$ cat config.mk
export PLATFORM = sky130hd
export DESIGN_NAME = adc_selftrig
export DESIGN_NICKNAME = d
export VERILOG_FILES = /design/src/rtl/adc_selftrig.sv
export SDC_FILE = /design/constraint.sdc
export NUM_CORES = 1
export LEC_CHECK = 0
export CAP_MARGIN = 10
export CORE_MARGIN = 2
export CORE_UTILIZATION = 55
export CTS_CLUSTER_SIZE = 30
export DETAILED_ROUTE_END_ITERATION = 8
export PLACE_DENSITY = 0.79
export RECOVER_POWER = 25
export SYNTH_ARGS = -nofsm -noshare
export SYNTH_HDL_FRONTEND = slang
export SYNTH_SLANG_ARGS = --single-unit
$ cat constraint.sdc
create_clock -name CLK -period 3.6 [get_ports CLK]
set_clock_uncertainty 0.15 [all_clocks]
set_input_delay 0.72 -clock CLK [delete_from_list [all_inputs] [get_ports CLK]]
set_output_delay 0.72 -clock CLK [all_outputs]
set_load 0.005 [all_outputs]
$ cat src/rtl/adc_selftrig.sv
// Self-triggering ADC front end: polarity/pedestal correction, threshold edge trigger,
// 32-deep pre-trigger ring buffer and header+window readout.
// Optional event counter in the header is enabled by defining ADC_SELFTRIG_EVCNT_EN.
module adc_selftrig (
  input  logic        CLK,
  input  logic        RST,
  input  logic [11:0] DIN,
  input  logic        INV,
  input  logic [11:0] PED,
  input  logic [11:0] THR,
  input  logic [3:0]  PRESAMP,
  input  logic [5:0]  WINLEN,
  input  logic        INHIBIT,
  output logic [15:0] DOUT,
  output logic        DVALID,
  output logic        DSTART,
  output logic        TRIG,
  output logic        BUSY
);

  typedef enum logic [1:0] {IDLE, HEAD, DATA} state_t;

  state_t             state;
  logic [11:0]        s_q;
  logic signed [12:0] d_q;
  logic signed [12:0] ring [32];
  logic [4:0]         wr_ptr;
  logic [4:0]         rd_ptr;
  logic [5:0]         fill_cnt;
  logic               over_q;
  logic               over_prev;
  logic [5:0]         win_len;
  logic [5:0]         word_cnt;
  logic [13:0]        hdr_cnt;
  logic               over_next;
  logic               trig_ok;
  logic signed [12:0] rd_word;

  // The sample pipeline and ring contents carry no reset; only control state is cleared.
  always_ff @(posedge CLK) begin
    s_q          <= INV ? (12'd4095 - DIN) : DIN;
    d_q          <= $signed({1'b0, s_q}) - $signed({1'b0, PED});
    ring[wr_ptr] <= d_q;
  end

  assign over_next = d_q > $signed({1'b0, THR});
  assign trig_ok   = over_q && !over_prev && (state == IDLE) && !INHIBIT && fill_cnt[5];
  assign rd_word   = ring[rd_ptr];

  always_ff @(posedge CLK) begin
    if (RST) begin
      wr_ptr    <= 5'd0;
      fill_cnt  <= 6'd0;
      over_q    <= 1'b0;
      over_prev <= 1'b0;
    end else begin
      wr_ptr    <= wr_ptr + 5'd1;
      over_q    <= over_next;
      over_prev <= over_q;
      if (!fill_cnt[5])
        fill_cnt <= fill_cnt + 6'd1;
    end
  end

`ifdef ADC_SELFTRIG_EVCNT_EN
  logic [13:0] evcnt;

  always_ff @(posedge CLK) begin
    if (RST)
      evcnt <= 14'd0;
    else if (trig_ok)
      evcnt <= evcnt + 14'd1;
  end

  assign hdr_cnt = evcnt;
`else
  assign hdr_cnt = 14'd0;
`endif

  // When the trigger is taken, the trigger sample sits one slot behind the write pointer.
  always_ff @(posedge CLK) begin
    if (RST) begin
      state    <= IDLE;
      DOUT     <= 16'd0;
      DVALID   <= 1'b0;
      DSTART   <= 1'b0;
      TRIG     <= 1'b0;
      BUSY     <= 1'b0;
      rd_ptr   <= 5'd0;
      win_len  <= 6'd1;
      word_cnt <= 6'd0;
    end else begin
      TRIG <= 1'b0;
      case (state)
        IDLE: begin
          if (trig_ok) begin
            state    <= HEAD;
            TRIG     <= 1'b1;
            DOUT     <= {2'b10, hdr_cnt};
            DVALID   <= 1'b1;
            DSTART   <= 1'b1;
            BUSY     <= 1'b1;
            rd_ptr   <= wr_ptr - 5'd1 - {1'b0, PRESAMP};
            win_len  <= (WINLEN == 6'd0) ? 6'd1 : WINLEN;
            word_cnt <= 6'd0;
          end
        end
        HEAD: begin
          state    <= DATA;
          DOUT     <= {{3{rd_word[12]}}, rd_word};
          DSTART   <= 1'b0;
          rd_ptr   <= rd_ptr + 5'd1;
          word_cnt <= 6'd1;
        end
        DATA: begin
          if (word_cnt == win_len) begin
            state  <= IDLE;
            DOUT   <= 16'd0;
            DVALID <= 1'b0;
            BUSY   <= 1'b0;
          end else begin
            DOUT     <= {{3{rd_word[12]}}, rd_word};
            rd_ptr   <= rd_ptr + 5'd1;
            word_cnt <= word_cnt + 6'd1;
          end
        end
        default: state <= IDLE;
      endcase
    end
  end

endmodule

After elaboration in Yosys (flattened, before gate mapping)
Memory sizes are Yosys's and may differ from the RTL's. A register that Yosys moved wholly into a read port is not among the register bits.
Index checks and enable logic that the tools add are counted.
- add/subtract/negate cells: 8
- $lt $le $gt $ge: 1
- equality and inequality tests: 6
- mux-type cells: 22
- bitwise logic cells: 1
- reduce and logical (&&, ||, !) cells: 18
- operators by type and width (operator ; count):
    $pmux 16 s3 ; 1
    $mux 16 ; 2
    $mux 6 ; 4
    $mux 5 ; 4
    $pmux 6 s3 ; 1
    $pmux 5 s3 ; 1
    $gt 13x13->1 ; 1
    $sub 12x12->13 ; 1
    $add 6x1->6 const B ; 2
    $mux 12 ; 1
    $sub 12x12->12 const A ; 1
    $add 5x1->5 const B ; 2
    $reduce_and 2->1 ; 4
    $eq 6x6->1 ; 1
    $logic_not 6->1 ; 1
    $ne 2x2->1 const B ; 3
    $pmux 2 s3 ; 1
    $reduce_and 3->1 ; 2
    $sub 5x1->5 const B ; 1
    $sub 5x4->5 ; 1
    $logic_and 1x1->1 ; 4
    $mux 2 ; 2
    $pmux 1 s2 ; 2
    $reduce_bool 2->1 ; 2
    8 further kinds ; 11
- bits in writable memories: 416
- bits in registers: 76
- word-level logic and storage cells: 72
- memories: 1
- input bits: 50
- memories (name ; words ; width ; rd ports ; clocked after memory_dff ; wr ports ; RTL line ; text):
    ring ; 32 ; 13 ; 1 ; 1 ; 1 ; 26 ; logic signed [12:0] ring [32];

Logic depth before layout (Yosys ltp)
Gate-level depths: netlist of the first run.
- depth in word-level cells: 9
- depth in mapped cells: 9
- depth with buffers taken out: 9

Least setup slack after synthesis of the first run
No wires, ideal clock.
- kind: input-to-reg
- from: input port PED[3]
- to: register d_q[11]
- stages on the path: 8
- data arrival time: 2423 ps
- path slack: 963 ps
- library setup time: 64 ps
- cell sequence: inv_1 ha_1 and3_1 a21oi_1 nand3_1 a31oi_1 or4b_2 nand4_1
- word-level cells in the longest chain between the ends: 1
- RTL lines (element ; RTL line ; text):
    start: declaration ; 9 ; input logic [11:0] PED,
    $sub 12x12->13 ; 42 ; d_q <= $signed({1'b0, s_q}) - $signed({1'b0, PED});
    end signal: assignment ; 42 ;
    end: declaration ; 25 ; logic signed [12:0] d_q;
No other way between the ends.
A chain may end at the register's enable or synchronous reset.

Final worst setup path of the first run
- from: register state[0]
- to: register DOUT[7]
- word-level cells in the longest chain between the ends: 6
- elaborated cells between the ends (all ways): 10
- those cells by class: eq/ne (3); mux (1); reduce/logical (6)
- RTL lines (element ; RTL line ; text):
    start: declaration ; 23 ; state_t state;
    start signal: assignment ; 83 ; state <= IDLE;
    start signal: assignment ; 97 ; state <= HEAD;
    start signal: assignment ; 109 ; state <= DATA;
    $logic_not 2->1 ; 47, 94 ;
    $logic_and 1x1->1 (3 in series) ; 47 ; assign trig_ok = over_q && !over_prev && (state == IDLE) && !INHIBIT && fill_cnt[5];
    $ne 2x2->1 (no line) ; - ;
    $reduce_and 2->1 (no line) ; - ;
    end signal: assignment ; 99 ; DOUT <= {2'b10, hdr_cnt};
    end signal: assignment ; 110 ; DOUT <= {{3{rd_word[12]}}, rd_word};
    end signal: assignment ; 122 ; DOUT <= {{3{rd_word[12]}}, rd_word};
    end: declaration ; 14 ; output logic [15:0] DOUT,
Parallel ways exist; a longest one is shown, timed or not.

==> metrics.txt, run 1 <==
# TYPE chip_impl_metric gauge
chip_impl_metric{name="timing.final.setup_violations",unit=""} 0
chip_impl_metric{name="cap_violations",unit=""} 6
chip_impl_metric{name="synth_seq_area_share",unit="%"} 71.3
chip_impl_metric{name="reg2reg_setup_slack",unit="ns"} 0.44
chip_impl_metric{name="critical_path_s_largest_stage_delay",unit="ns"} 0.64
chip_impl_metric{name="globalRouteTotalUtil",unit="%"} 23.4
chip_impl_metric{name="drcViolationCount",unit=""} 0
chip_impl_metric{name="post-synth-top-area-fraction",unit="%"} 63.3
chip_impl_metric{name="hold-path-cell-count",unit=""} 2
chip_impl_info{name="rr_startpoint",value="state[0]$_SDFFE_PP0P_"} 1
chip_impl_metric{name="diodes",unit=""} 0
chip_impl_metric{name="buffers_inserted_by_post_cts_timing_repair",unit=""} 0
chip_impl_metric{name="initial_antenna_violation_count",unit=""} 0
chip_impl_metric{name="numClockSinks",unit=""} 495
chip_impl_metric{name="fp.dieArea",unit="mm²"} 0.0374
chip_impl_metric{name="final_net_count",unit=""} 1330
chip_impl_metric{name="peakVddDrop",unit="V"} 0.000344
chip_impl_metric{name="syn_area",unit="mm²"} 0.0197
chip_impl_metric{name="cts_htree_levels",unit=""} 2
chip_impl_metric{name="clock_tree.buffer_depth",unit=""} 3
chip_impl_metric{name="dpl_cell_area",unit="mm²"} 0.0212
chip_impl_metric{name="worst_setup_hold_path_clk_slew",unit="ns"} 0.06
chip_impl_info{name="violations_in_the_final_reports",value="max-capacitance violations, max-slew violations"} 1
chip_impl_info{name="synth_area_leaders",value="sky130_fd_sc_hd__edfxtp_1 (63%), sky130_fd_sc_hd__mux4_2 (12%), sky130_fd_sc_hd__dfxtp_1 (8.0%)"} 1
chip_impl_metric{name="netSwitchingFraction",unit="%"} 22.4
chip_impl_metric{name="synth.net_count",unit=""} 1215
chip_impl_metric{name="fin_total_pwr",unit="mW"} 12.8
chip_impl_info{name="timing.critical_path.max_delay_family",value="simple AND/OR/NAND/NOR gates"} 1
chip_impl_metric{name="synth-seq-cells",unit=""} 495
chip_impl_metric{name="dr_total_vias",unit=""} 10769
chip_impl_metric{name="syn_area_per_cell",unit="µm²"} 17.6
chip_impl_metric{name="netlist_instances",unit=""} 1123
chip_impl_metric{name="min_period",unit="ns"} 3.16
chip_impl_metric{name="depth_of_the_worst_register_to_register_path",unit=""} 7
chip_impl_info{name="post-synth-top-count-cell",value="sky130_fd_sc_hd__edfxtp_1"} 1
chip_impl_metric{name="total_wire_length_after_detailed_routing",unit="µm"} 43500
chip_impl_metric{name="setup_slack",unit="ns"} 0.442
chip_impl_metric{name="path_max_fanout",unit=""} 13
chip_impl_metric{name="design_area",unit="mm²"} 0.0227
chip_impl_info{name="hold_path_startpoint",value="win_len[5]$_SDFFE_PP0P_"} 1
chip_impl_info{name="clock_tree.root_cell",value="sky130_fd_sc_hd__clkbuf_16"} 1
chip_impl_metric{name="timing.critical_path.required",unit="ns"} 3.94
chip_impl_metric{name="timing.slew.headroom",unit="%"} -15.9
chip_impl_metric{name="dp_slack",unit="ns"} 0.210
chip_impl_info{name="synth_top_flop_cell",value="sky130_fd_sc_hd__edfxtp_1"} 1
chip_impl_metric{name="power_frac_clock",unit="%"} 37.9
chip_impl_metric{name="core-area",unit="mm²"} 0.0355
chip_impl_metric{name="cellInternalPower",unit="mW"} 9.94
chip_impl_metric{name="hold_slack",unit="ns"} 0.318
chip_impl_metric{name="synth-edff-count",unit=""} 416
chip_impl_metric{name="switching_power",unit="mW"} 2.87
chip_impl_metric{name="power.density",unit="mW/mm²"} 565
chip_impl_info{name="timing.hold.worst_endpoint",value="win_len[5]$_SDFFE_PP0P_"} 1
chip_impl_metric{name="floorplan.initialDensity",unit="%"} 55.7
chip_impl_metric{name="critical_path_depth",unit=""} 7
chip_impl_info{name="cpMaxStageDelayCell",value="sky130_fd_sc_hd__nor4_1"} 1
chip_impl_metric{name="final-max-slew-violation-count",unit=""} 203
chip_impl_metric{name="grt_start_max_net_pins",unit=""} 44
chip_impl_metric{name="via_count_of_the_first_global_routing_pass",unit=""} 10762
chip_impl_info{name="outcome",value="finished with violations"} 1
chip_impl_metric{name="multiInputGateArea",unit="mm²"} 0.00528
chip_impl_metric{name="place_congestion",unit=""} 0.851
chip_impl_metric{name="static-leakage-power",unit="nW"} 7.46
chip_impl_info{name="min-delay-path-class",value="flop to flop"} 1
chip_impl_metric{name="power.combinational.fraction",unit="%"} 8.4
chip_impl_info{name="worst_setup_path_start_kind",value="flop"} 1
chip_impl_metric{name="die_y",unit="µm"} 193
chip_impl_metric{name="vias_per_cell",unit=""} 6.20
chip_impl_metric{name="final-seq-area",unit="mm²"} 0.0141
chip_impl_metric{name="yosysUniqueCellTypes",unit=""} 56
chip_impl_info{name="critical_path.endpoint_type",value="flop"} 1
chip_impl_metric{name="fill_cells",unit=""} 2362
chip_impl_info{name="synth_top_cells_by_count",value="sky130_fd_sc_hd__edfxtp_1 (416), sky130_fd_sc_hd__mux4_2 (103), sky130_fd_sc_hd__dfxtp_1 (79)"} 1
chip_impl_metric{name="power.sequential.fraction",unit="%"} 53.7
chip_impl_metric{name="finalHoldViolations",unit=""} 0
chip_impl_metric{name="clock_latency",unit="ns"} 0.54
chip_impl_metric{name="worstPathArrival",unit="ns"} 3.50
chip_impl_metric{name="first_pass_grt_wire_length",unit="µm"} 65800
chip_impl_metric{name="final_layout_size_suffix_gt1_share",unit="%"} 19.1
chip_impl_info{name="synthDominantAreaCellType",value="sky130_fd_sc_hd__edfxtp_1"} 1
chip_impl_metric{name="critical_path_buf_inv_count",unit=""} 2
chip_impl_info{name="crit_path_cell_trace",value="inv_1, ha_1, inv_1, nor4_1, o21ai_0, nor2_2, a221o_1"} 1
chip_impl_metric{name="grt-ovfl-total",unit=""} 0
chip_impl_metric{name="design.portCount",unit=""} 70
chip_impl_metric{name="max_slew.worst_pin.slew",unit="ns"} 1.74
chip_impl_metric{name="synth_warnings",unit=""} 0
chip_impl_metric{name="hpwlAfterDp",unit="µm"} 26700
chip_impl_metric{name="async_flop_share",unit="%"} 0
chip_impl_metric{name="fin_cells",unit=""} 1736
chip_impl_info{name="worstSetupPathType",value="flop to flop"} 1
chip_impl_info{name="worst_path_most_repeated_cell",value="sky130_fd_sc_hd__inv_1"} 1
chip_impl_metric{name="first_pass_iters",unit=""} 5
chip_impl_metric{name="post_drt_wl_per_cell",unit="µm"} 25.0
chip_impl_info{name="rsz_0062_raised_after_global_routing",value="false"} 1
chip_impl_metric{name="number_of_buffers_added_by_the_clock_tree_synthesis_step",unit=""} 47
chip_impl_metric{name="share_of_the_core_filled_with_cells_in_the_final_layout",unit="%"} 64.0
chip_impl_metric{name="place.detailed.instances",unit=""} 1650
chip_impl_metric{name="port-buffer-count",unit=""} 69
chip_impl_metric{name="clock.fmax",unit="MHz"} 317
chip_impl_metric{name="ant_nets",unit=""} 0
chip_impl_metric{name="syn2layout_area_growth",unit="%"} 14.9
chip_impl_metric{name="std_cell_rows",unit=""} 69
chip_impl_info{name="tritoncts",value="built"} 1
chip_impl_metric{name="setup_tns",unit="ns"} 0
chip_impl_metric{name="post-route-period-util",unit="%"} 87.7
chip_impl_info{name="crit-reg2reg-capture",value="DOUT[7]$_SDFFE_PP0P_"} 1
chip_impl_metric{name="first_iter_violations",unit=""} 1342
chip_impl_metric{name="die-width",unit="µm"} 193
[flip-flops by register name (all words and copies together) (netlist names), 5 cells and up, named ones only]
register  cells
DOUT         14
wr_ptr        5
fill_cnt      6
word_cnt      6
rd_ptr        5
win_len       6
s_q          12
ring        416
d_q          13
[power groups by stage]
stage | Clock (mW) | Combinational (mW) | Sequential (mW)
after global routing | 5.13 | 1.17 | 6.90
final | 4.86 | 1.07 | 6.89
after CTS | 4.92 | 1.09 | 6.87
after floorplan | 0 | 0.421 | 7.12
after detailed placement | 0 | 1.09 | 6.99
after global placement | 0 | 1.03 | 6.98
[cells in the final DEF, fill, tap and decap left out, drive strengths merged, types with 7 or more instances in the layout]
master | Yosys | routed
clkbuf | 20 | 73
a221o | 12 | 12
xnor2 | 11 | 11
xor2 | 25 | 25
ha | 40 | 40
clkinv | 0 | 16
mux2i | 18 | 18
inv | 41 | 41
mux4 | 103 | 103
dfxtp | 79 | 79
o21ai | 13 | 13
a211oi | 7 | 7
nor3 | 11 | 11
nor2 | 72 | 72
nand2b | 14 | 14
edfxtp | 416 | 416
nor2b | 14 | 14
a22oi | 12 | 12
nand3 | 22 | 22
clkdlybuf4s50 | 0 | 69
o22ai | 28 | 28
buf | 36 | 45
nand2 | 34 | 34
a21oi | 33 | 33
[worst max-delay path by stage]
stage | startpoint | end | slack, ns
final | state[0]$_SDFFE_PP0P_ | DOUT[7]$_SDFFE_PP0P_ | 0.44
after global routing | state[0]$_SDFFE_PP0P_ | DOUT[7]$_SDFFE_PP0P_ | 0.24
after CTS | state[0]$_SDFFE_PP0P_ | DOUT[7]$_SDFFE_PP0P_ | 0.34
after detailed placement | INHIBIT | DOUT[7]$_SDFFE_PP0P_ | 0.21
after global placement | INHIBIT | DOUT[0]$_SDFFE_PP0P_ | 0.28
after floorplan | PED[3] | d_q[11]$_DFF_P_ | 0.96
[repair_timing]
action,CTS,global route
setup endpoints to repair,0,12
gates resized for setup,0,1
hold buffers,0,0
endpoints found under the hold margin,0,0
[kinds of logic after synthesis]
| logic type | count (synthesis) | synth area share (%) |
|---|---|---|
| and+or+nand+nor | 195 | 4.84 |
| DFF | 495 | 71.3 |
| buffers and inverters | 97 | 2.13 |
| adders and majority gates | 42 | 2.74 |
| AOI/OAI and AO/OA | 136 | 4.71 |
| muxes | 122 | 12.7 |
| xor gates and xnor gates | 36 | 1.60 |
[cell type report]
cell class / count / area share, %
inverters: 41 / 0.678
flip-flops and latches: 495 / 62.0
multi-input cells: 531 / 23.3
clock buffers: 65 / 5.80
repair buffers: 122 / 4.77
well taps: 461 / 2.54
clock inverters: 21 / 0.888
[metal layers]
layer / up-vias / GRT usage [%] / share of wire, %
li1: 4657 / - / -
met4: 0 / 7.12 / 2.5
met2: 564 / 38.1 / 49
met5: - / 0 / 0
met3: 71 / 3.42 / 8.8
met1: 5477 / 33.3 / 39
[worst min-delay path, cell delays in order (launching register included)]
cell and delay (ns):
sky130_fd_sc_hd__dfxtp_1 0.32, sky130_fd_sc_hd__nand2_1 0.05, sky130_fd_sc_hd__a21oi_1 0.05
Note: power is estimated with default switching activity, not from simulation.
==> run 2, diff against run 1 <==
--- a/config.mk
+++ b/config.mk
@@ -15,3 +15,4 @@
 export SYNTH_ARGS = -nofsm -noshare
 export SYNTH_HDL_FRONTEND = slang
 export SYNTH_SLANG_ARGS = --single-unit
+export TNS_END_PERCENT = 50
==> results of run 2 <==
The final DEF is identical to that of run 1; final timing and power are the same.
==> run 3, diff against run 2 <==
--- a/config.mk
+++ b/config.mk
@@ -8,6 +8,7 @@
 export CAP_MARGIN = 10
 export CORE_MARGIN = 2
 export CORE_UTILIZATION = 55
+export CTS_CLUSTER_DIAMETER = 150
 export CTS_CLUSTER_SIZE = 30
 export DETAILED_ROUTE_END_ITERATION = 8
 export PLACE_DENSITY = 0.79
==> metrics.txt, run 3 (synthesis gave the netlist of run 1 again) <==
# TYPE chip_impl_metric gauge
chip_impl_metric{name="drcViolationCount",unit=""} 0
chip_impl_info{name="timing.critical_path.max_delay_family",value="simple AND/OR/NAND/NOR gates"} 1
chip_impl_metric{name="setup_tns",unit="ns"} 0
chip_impl_metric{name="syn2layout_area_growth",unit="%"} 10.3
chip_impl_metric{name="post-route-period-util",unit="%"} 96.9
chip_impl_metric{name="static-leakage-power",unit="nW"} 7.00
chip_impl_metric{name="floorplan.initialDensity",unit="%"} 55.7
chip_impl_metric{name="hpwlAfterDp",unit="µm"} 26700
chip_impl_info{name="worstSetupPathType",value="flop to flop"} 1
chip_impl_metric{name="cts_resized",unit=""} 0
chip_impl_info{name="crit_path_cell_trace",value="inv_1, ha_1, inv_1, nor4_1, o21ai_0, nor2_1, a221o_1"} 1
chip_impl_metric{name="first_pass_grt_wire_length",unit="µm"} 63500
chip_impl_metric{name="fin_cells",unit=""} 1686
chip_impl_metric{name="design_area",unit="mm²"} 0.0218
chip_impl_metric{name="dr_total_vias",unit=""} 10551
chip_impl_info{name="min-delay-path-class",value="flop to flop"} 1
chip_impl_metric{name="critical_path_buf_inv_count",unit=""} 2
chip_impl_info{name="top_register",value="ring"} 1
chip_impl_metric{name="worst_setup_hold_path_clk_slew",unit="ns"} 0.11
chip_impl_info{name="mostFrequentLayoutCell",value="sky130_fd_sc_hd__edfxtp_1"} 1
chip_impl_metric{name="use_met3",unit="%"} 2.70
chip_impl_metric{name="dp_slack",unit="ns"} 0.210
chip_impl_info{name="biggestRegsByFlops",value="ring: 416 flops, DOUT: 14 flops, d_q: 13 flops"} 1
chip_impl_metric{name="timing.slew.headroom",unit="%"} -12.9
chip_impl_metric{name="numClockSinks",unit=""} 495
chip_impl_metric{name="die_y",unit="µm"} 193
chip_impl_metric{name="final_layout_size_suffix_gt1_share",unit="%"} 16.1
chip_impl_info{name="tritoncts",value="built"} 1
chip_impl_metric{name="buffers_inserted_by_post_cts_timing_repair",unit=""} 0
chip_impl_metric{name="worstPathArrival",unit="ns"} 3.83
chip_impl_info{name="worst_setup_path_start_kind",value="flop"} 1
chip_impl_metric{name="port-buffer-count",unit=""} 69
chip_impl_metric{name="die-width",unit="µm"} 193
chip_impl_metric{name="via_count_of_the_first_global_routing_pass",unit=""} 10333
chip_impl_metric{name="cap_violations",unit=""} 5
chip_impl_metric{name="peakVddDrop",unit="V"} 0.000381
chip_impl_metric{name="hold_slack",unit="ns"} 0.325
chip_impl_info{name="worst_path_most_repeated_cell",value="sky130_fd_sc_hd__inv_1"} 1
chip_impl_info{name="cpMaxStageDelayCell",value="sky130_fd_sc_hd__nor2_1"} 1
chip_impl_metric{name="place.detailed.instances",unit=""} 1650
chip_impl_info{name="rsz_0062_raised_after_global_routing",value="false"} 1
chip_impl_metric{name="initial_antenna_violation_count",unit=""} 0
chip_impl_metric{name="globalRouteTotalUtil",unit="%"} 22.5
chip_impl_metric{name="min_period",unit="ns"} 3.49
chip_impl_metric{name="dpl_cell_area",unit="mm²"} 0.0212
chip_impl_metric{name="first_pass_iters",unit=""} 5
chip_impl_info{name="violations_in_the_final_reports",value="max-capacitance violations, max-slew violations"} 1
chip_impl_metric{name="grt_start_max_net_pins",unit=""} 44
chip_impl_metric{name="ant_nets",unit=""} 0
chip_impl_metric{name="grt_util_met1",unit="%"} 32.9
chip_impl_info{name="busiest_layer",value="met2"} 1
chip_impl_info{name="layout.cells.most_common_list",value="sky130_fd_sc_hd__edfxtp_1 (416), sky130_fd_sc_hd__mux4_2 (103), sky130_fd_sc_hd__dfxtp_1 (76), sky130_fd_sc_hd__clkdlybuf4s50_1 (68), sky130_fd_sc_hd__nor2_1 (61)"} 1
chip_impl_metric{name="timing.critical_path.required",unit="ns"} 3.94
chip_impl_metric{name="critical_path_s_largest_stage_delay",unit="ns"} 0.79
chip_impl_metric{name="clock.fmax",unit="MHz"} 287
chip_impl_metric{name="final_net_count",unit=""} 1303
chip_impl_metric{name="vias_per_cell",unit=""} 6.26
chip_impl_metric{name="fp.dieArea",unit="mm²"} 0.0374
chip_impl_metric{name="design.portCount",unit=""} 70
chip_impl_metric{name="path_max_fanout",unit=""} 13
chip_impl_metric{name="finalHoldViolations",unit=""} 0
chip_impl_metric{name="first_iter_violations",unit=""} 1343
chip_impl_metric{name="post_drt_wl_per_cell",unit="µm"} 25.0
chip_impl_metric{name="largest_register_ff_count",unit=""} 416
chip_impl_metric{name="cts_htree_levels",unit=""} 1
chip_impl_metric{name="met2_usage",unit="%"} 36.2
chip_impl_metric{name="core-area",unit="mm²"} 0.0355
chip_impl_metric{name="clock_latency",unit="ns"} 0.55
chip_impl_metric{name="clock_tree.buffer_depth",unit=""} 3
chip_impl_metric{name="timing.final.setup_violations",unit=""} 0
chip_impl_metric{name="total_wire_length_after_detailed_routing",unit="µm"} 42100
chip_impl_metric{name="place_congestion",unit=""} 0.851
chip_impl_metric{name="cts_hold_buf",unit=""} 0
chip_impl_metric{name="std_cell_rows",unit=""} 69
chip_impl_metric{name="final-max-slew-violation-count",unit=""} 169
chip_impl_metric{name="grt-ovfl-total",unit=""} 0
chip_impl_info{name="critical_path.endpoint_type",value="flop"} 1
chip_impl_info{name="outcome",value="finished with violations"} 1
chip_impl_metric{name="setup_slack",unit="ns"} 0.113
chip_impl_metric{name="power.density",unit="mW/mm²"} 492
chip_impl_metric{name="number_of_buffers_added_by_the_clock_tree_synthesis_step",unit=""} 20
chip_impl_metric{name="max_slew.worst_pin.slew",unit="ns"} 1.69
chip_impl_info{name="clock_tree.root_cell",value="sky130_fd_sc_hd__clkbuf_16"} 1
chip_impl_metric{name="diodes",unit=""} 0
run 3: cell types whose count changed in the layout (fill, tap and decap cells not counted):
cell,previous run,this run
sky130_fd_sc_hd__bufinv_16,4,0
sky130_fd_sc_hd__clkbuf_1,21,22
sky130_fd_sc_hd__clkbuf_16,49,21
sky130_fd_sc_hd__clkbuf_8,3,0
sky130_fd_sc_hd__clkdlybuf4s50_1,69,68
sky130_fd_sc_hd__clkinv_1,5,0
sky130_fd_sc_hd__clkinv_2,11,0
sky130_fd_sc_hd__clkinvlp_4,1,0
sky130_fd_sc_hd__dlygate4sd3_1,0,1
sky130_fd_sc_hd__inv_12,0,1
sky130_fd_sc_hd__nor2_1,60,61
sky130_fd_sc_hd__nor2_2,12,11
run 3: layer usage:
layer  part of all wire (%)  vias up
met5                      0        -
met4                    2.4        0
met3                    8.4       48
met2                     49      511
met1                     40     5429
li1                       -     4563
run 3: worst paths after layout:
path / startpoint / to / slack (ns) / depth (start not counted)
max: state[0]$_SDFFE_PP0P_ / DOUT[7]$_SDFFE_PP0P_ / 0.11 / 7
min: win_len[5]$_SDFFE_PP0P_ / win_len[5]$_SDFFE_PP0P_ / 0.33 / 2
max reg2reg: state[0]$_SDFFE_PP0P_ / DOUT[7]$_SDFFE_PP0P_ / 0.11 / 7
min reg2reg: win_len[5]$_SDFFE_PP0P_ / win_len[5]$_SDFFE_PP0P_ / 0.33 / 2
run 3: through the flow:
stage	power [mW]	util (%)
finish	10.7	61.4
global route	11.1	61.4
CTS	10.8	61.4
detailed placement	8.08	59.8
global placement	8.01	59.8
floorplan	7.55	-
run 3: power by group:
group / internal, mW / total, mW / switching (mW) / leakage (nW)
clock: 1.13 / 2.77 / 1.64 / 0.283
sequential: 6.77 / 6.88 / 0.106 / 4.40
combinational: 0.324 / 1.07 / 0.747 / 2.31
total: 8.22 / 10.7 / 2.50 / 7.00
run 3: layout make-up:
class / count / area (µm²)
Sequential cell: 495 / 14100
Inverter: 41 / 154
Multi-Input combinational cell: 531 / 5280
Tap cell: 461 / 577
Timing Repair Buffer: 122 / 1080
Clock inverter: 1 / 16.3
Clock buffer: 35 / 578
Fill cell: 2497 / 13700
run 3: tightest hold or removal path: cells and delay by family, from the launching register on:
family	cells	cell delay, ns
and+or+nand+nor	1	0.05
AOI/OAI and AO/OA	1	0.05
DFF	1	0.33
==> patch (flow settings as in run 2) <==
Register the input `PED` before use, without a reset. The logic sees it one clock later. The other inputs are not delayed to match.
--- a/src/rtl/adc_selftrig.sv
+++ b/src/rtl/adc_selftrig.sv
@@ -22,2 +22,8 @@
 
+  logic [11:0] PED_q;
+
+  always_ff @(posedge CLK) begin
+    PED_q <= PED;
+  end
+
   state_t             state;
@@ -41,3 +47,3 @@
     s_q          <= INV ? (12'd4095 - DIN) : DIN;
-    d_q          <= $signed({1'b0, s_q}) - $signed({1'b0, PED});
+    d_q          <= $signed({1'b0, s_q}) - $signed({1'b0, PED_q});
     ring[wr_ptr] <= d_q;
Check against the original RTL: same outputs for any inputs over 10 cycles, from zero or initial values and one cycle with RST high; that may be too few to reach the edited logic, so the function may still have changed.
==> patch against run 2 <==
  * The run still ends with max-capacitance violations, max-slew violations left
  * Sequential share of layout area down 0.21 points
  * Synthesized area increased by 2.1%
  * Sequential cell count rose by 12
  * Design area increased by 2.1%
  * First-iteration DRC count fell by 16%
  * Worst setup slack gained 0.16 ns
  * Total power grew 2.6%
  * Wire length fell by 0.81%
==> patch: results (changes against run 2) <==
CP max stage delay -> 0.72 ns (+0.08 ns)
Post-synth cell types -> 53 (-5.4%)
Pleak -> 7.646 nW (+2.5%)
Post-DP HPWL -> 25,690 um (-3.8%)
Hold Path Class -> register to register
Layout cell share with drive strength beyond 1 -> 18.54% (-0.59 points)
Max VDD drop -> 0.0003533 V (+2.6%)
Crit-path max FO -> 30 (+17)
WL final -> 43,120 um (-0.81%)
First-pass GRT wire length -> 65,850 um (about the same)
Slew Viols, Final -> 237 (+17%)
Kind of cell adding the most delay to the critical path -> compound AO/OA/AOI/OAI gates
Outcome -> finished, violations left
Fin nets -> 1,358 (+2.1%)
Seq/Total Area, Yosys -> 70.99% (-0.29 points)
Post-DP Area -> 21,610 um2 (+1.9%)
Synth top cells by count -> edfxtp_1 (416), mux4_2 (108), dfxtp_1 (91)
Largest net degree at the start of global routing -> 66 (+50%)
Max-cap violations -> 7 (+1)
DR iter-0 viols -> 1,128 (-16%)
Failing checks -> max-capacitance violations, max-slew violations
CTS Buf Count -> 48 (+2.1%)
Total number of vias -> 10,830 (+0.59%)
Gr usage total -> 23.19% (-0.22 points)
Critical path arrival -> 3.29 ns (-0.21 ns)
Critical-path top delay cell -> dfxtp_4
Clock latency on the worst-skew pair -> 0.56 ns (+0.02 ns)
-- patch: path summary, 6_finish.rpt --
kind                  from       end  slack, ns
setup / recovery  register   DOUT[1]       0.60
hold / removal    DOUT[10]  DOUT[10]       0.31
setup reg to reg  register   DOUT[1]       0.60
hold reg to reg   DOUT[10]  DOUT[10]       0.31
-- patch: final cells by class --
type	count	area (um2)	area share, %
clock buffers	70	1385	5.978
clock inverters	19	203.9	0.8802
inverters	39	146.4	0.6318
multi-input cells	545	5400	23.31
flip-flops and latches	507	14330	61.83
well taps	468	585.6	2.527
repair buffers	125	1122	4.844
-- patch: worst min-delay path, delay by kind of cell (launching register included) --
family | cells | cell delay, ns
flip-flops | 1 | 0.32
AND/OR/NAND/NOR | 2 | 0.10
-- patch: cell families after synthesis --
logic type                 share of synthesized area [%]
DFF                                                70.99
and+or+nand+nor                                    4.908
muxes                                              13.50
AOI/OAI and AO/OA                                  4.102
buffers and inverters                              2.302
xor gates and xnor gates                           1.520
adders and majority gates                          2.681
-- patch: stage by stage --
step | utilization (%) | instances | hold WS [ns] | setup WS (ns)
5_1_grt | 63.75 | 1773 | 0.3292 | 0.3765
4_1_cts | 63.82 | 1773 | 0.3115 | 0.5731
3_5_place_dp | 59.45 | 1684 | 0.2888 | 0.5778
6_report | 63.75 | 1773 | 0.3116 | 0.5992
2_1_floorplan | - | 1149 | 0.2845 | 1.257
3_3_place_gp | 59.45 | 1684 | 0.2896 | 0.6390
-- patch: layer usage --
layer  track usage, %  routed length (um)  vias up
li1                 -                   -     4716
met1            32.37               17000     5489
met2            38.37               21380      538
met3            2.988                3404       90
met4            7.775                1341        0
met5                0                   0        -
-- patch: where the power goes --
part | internal, mW | switching (mW) | leakage [nW]
Clock | 2.96 | 2.08 | 0.768
Combinational | 0.347 | 0.814 | 2.37
Sequential | 6.89 | 0.0703 | 4.50
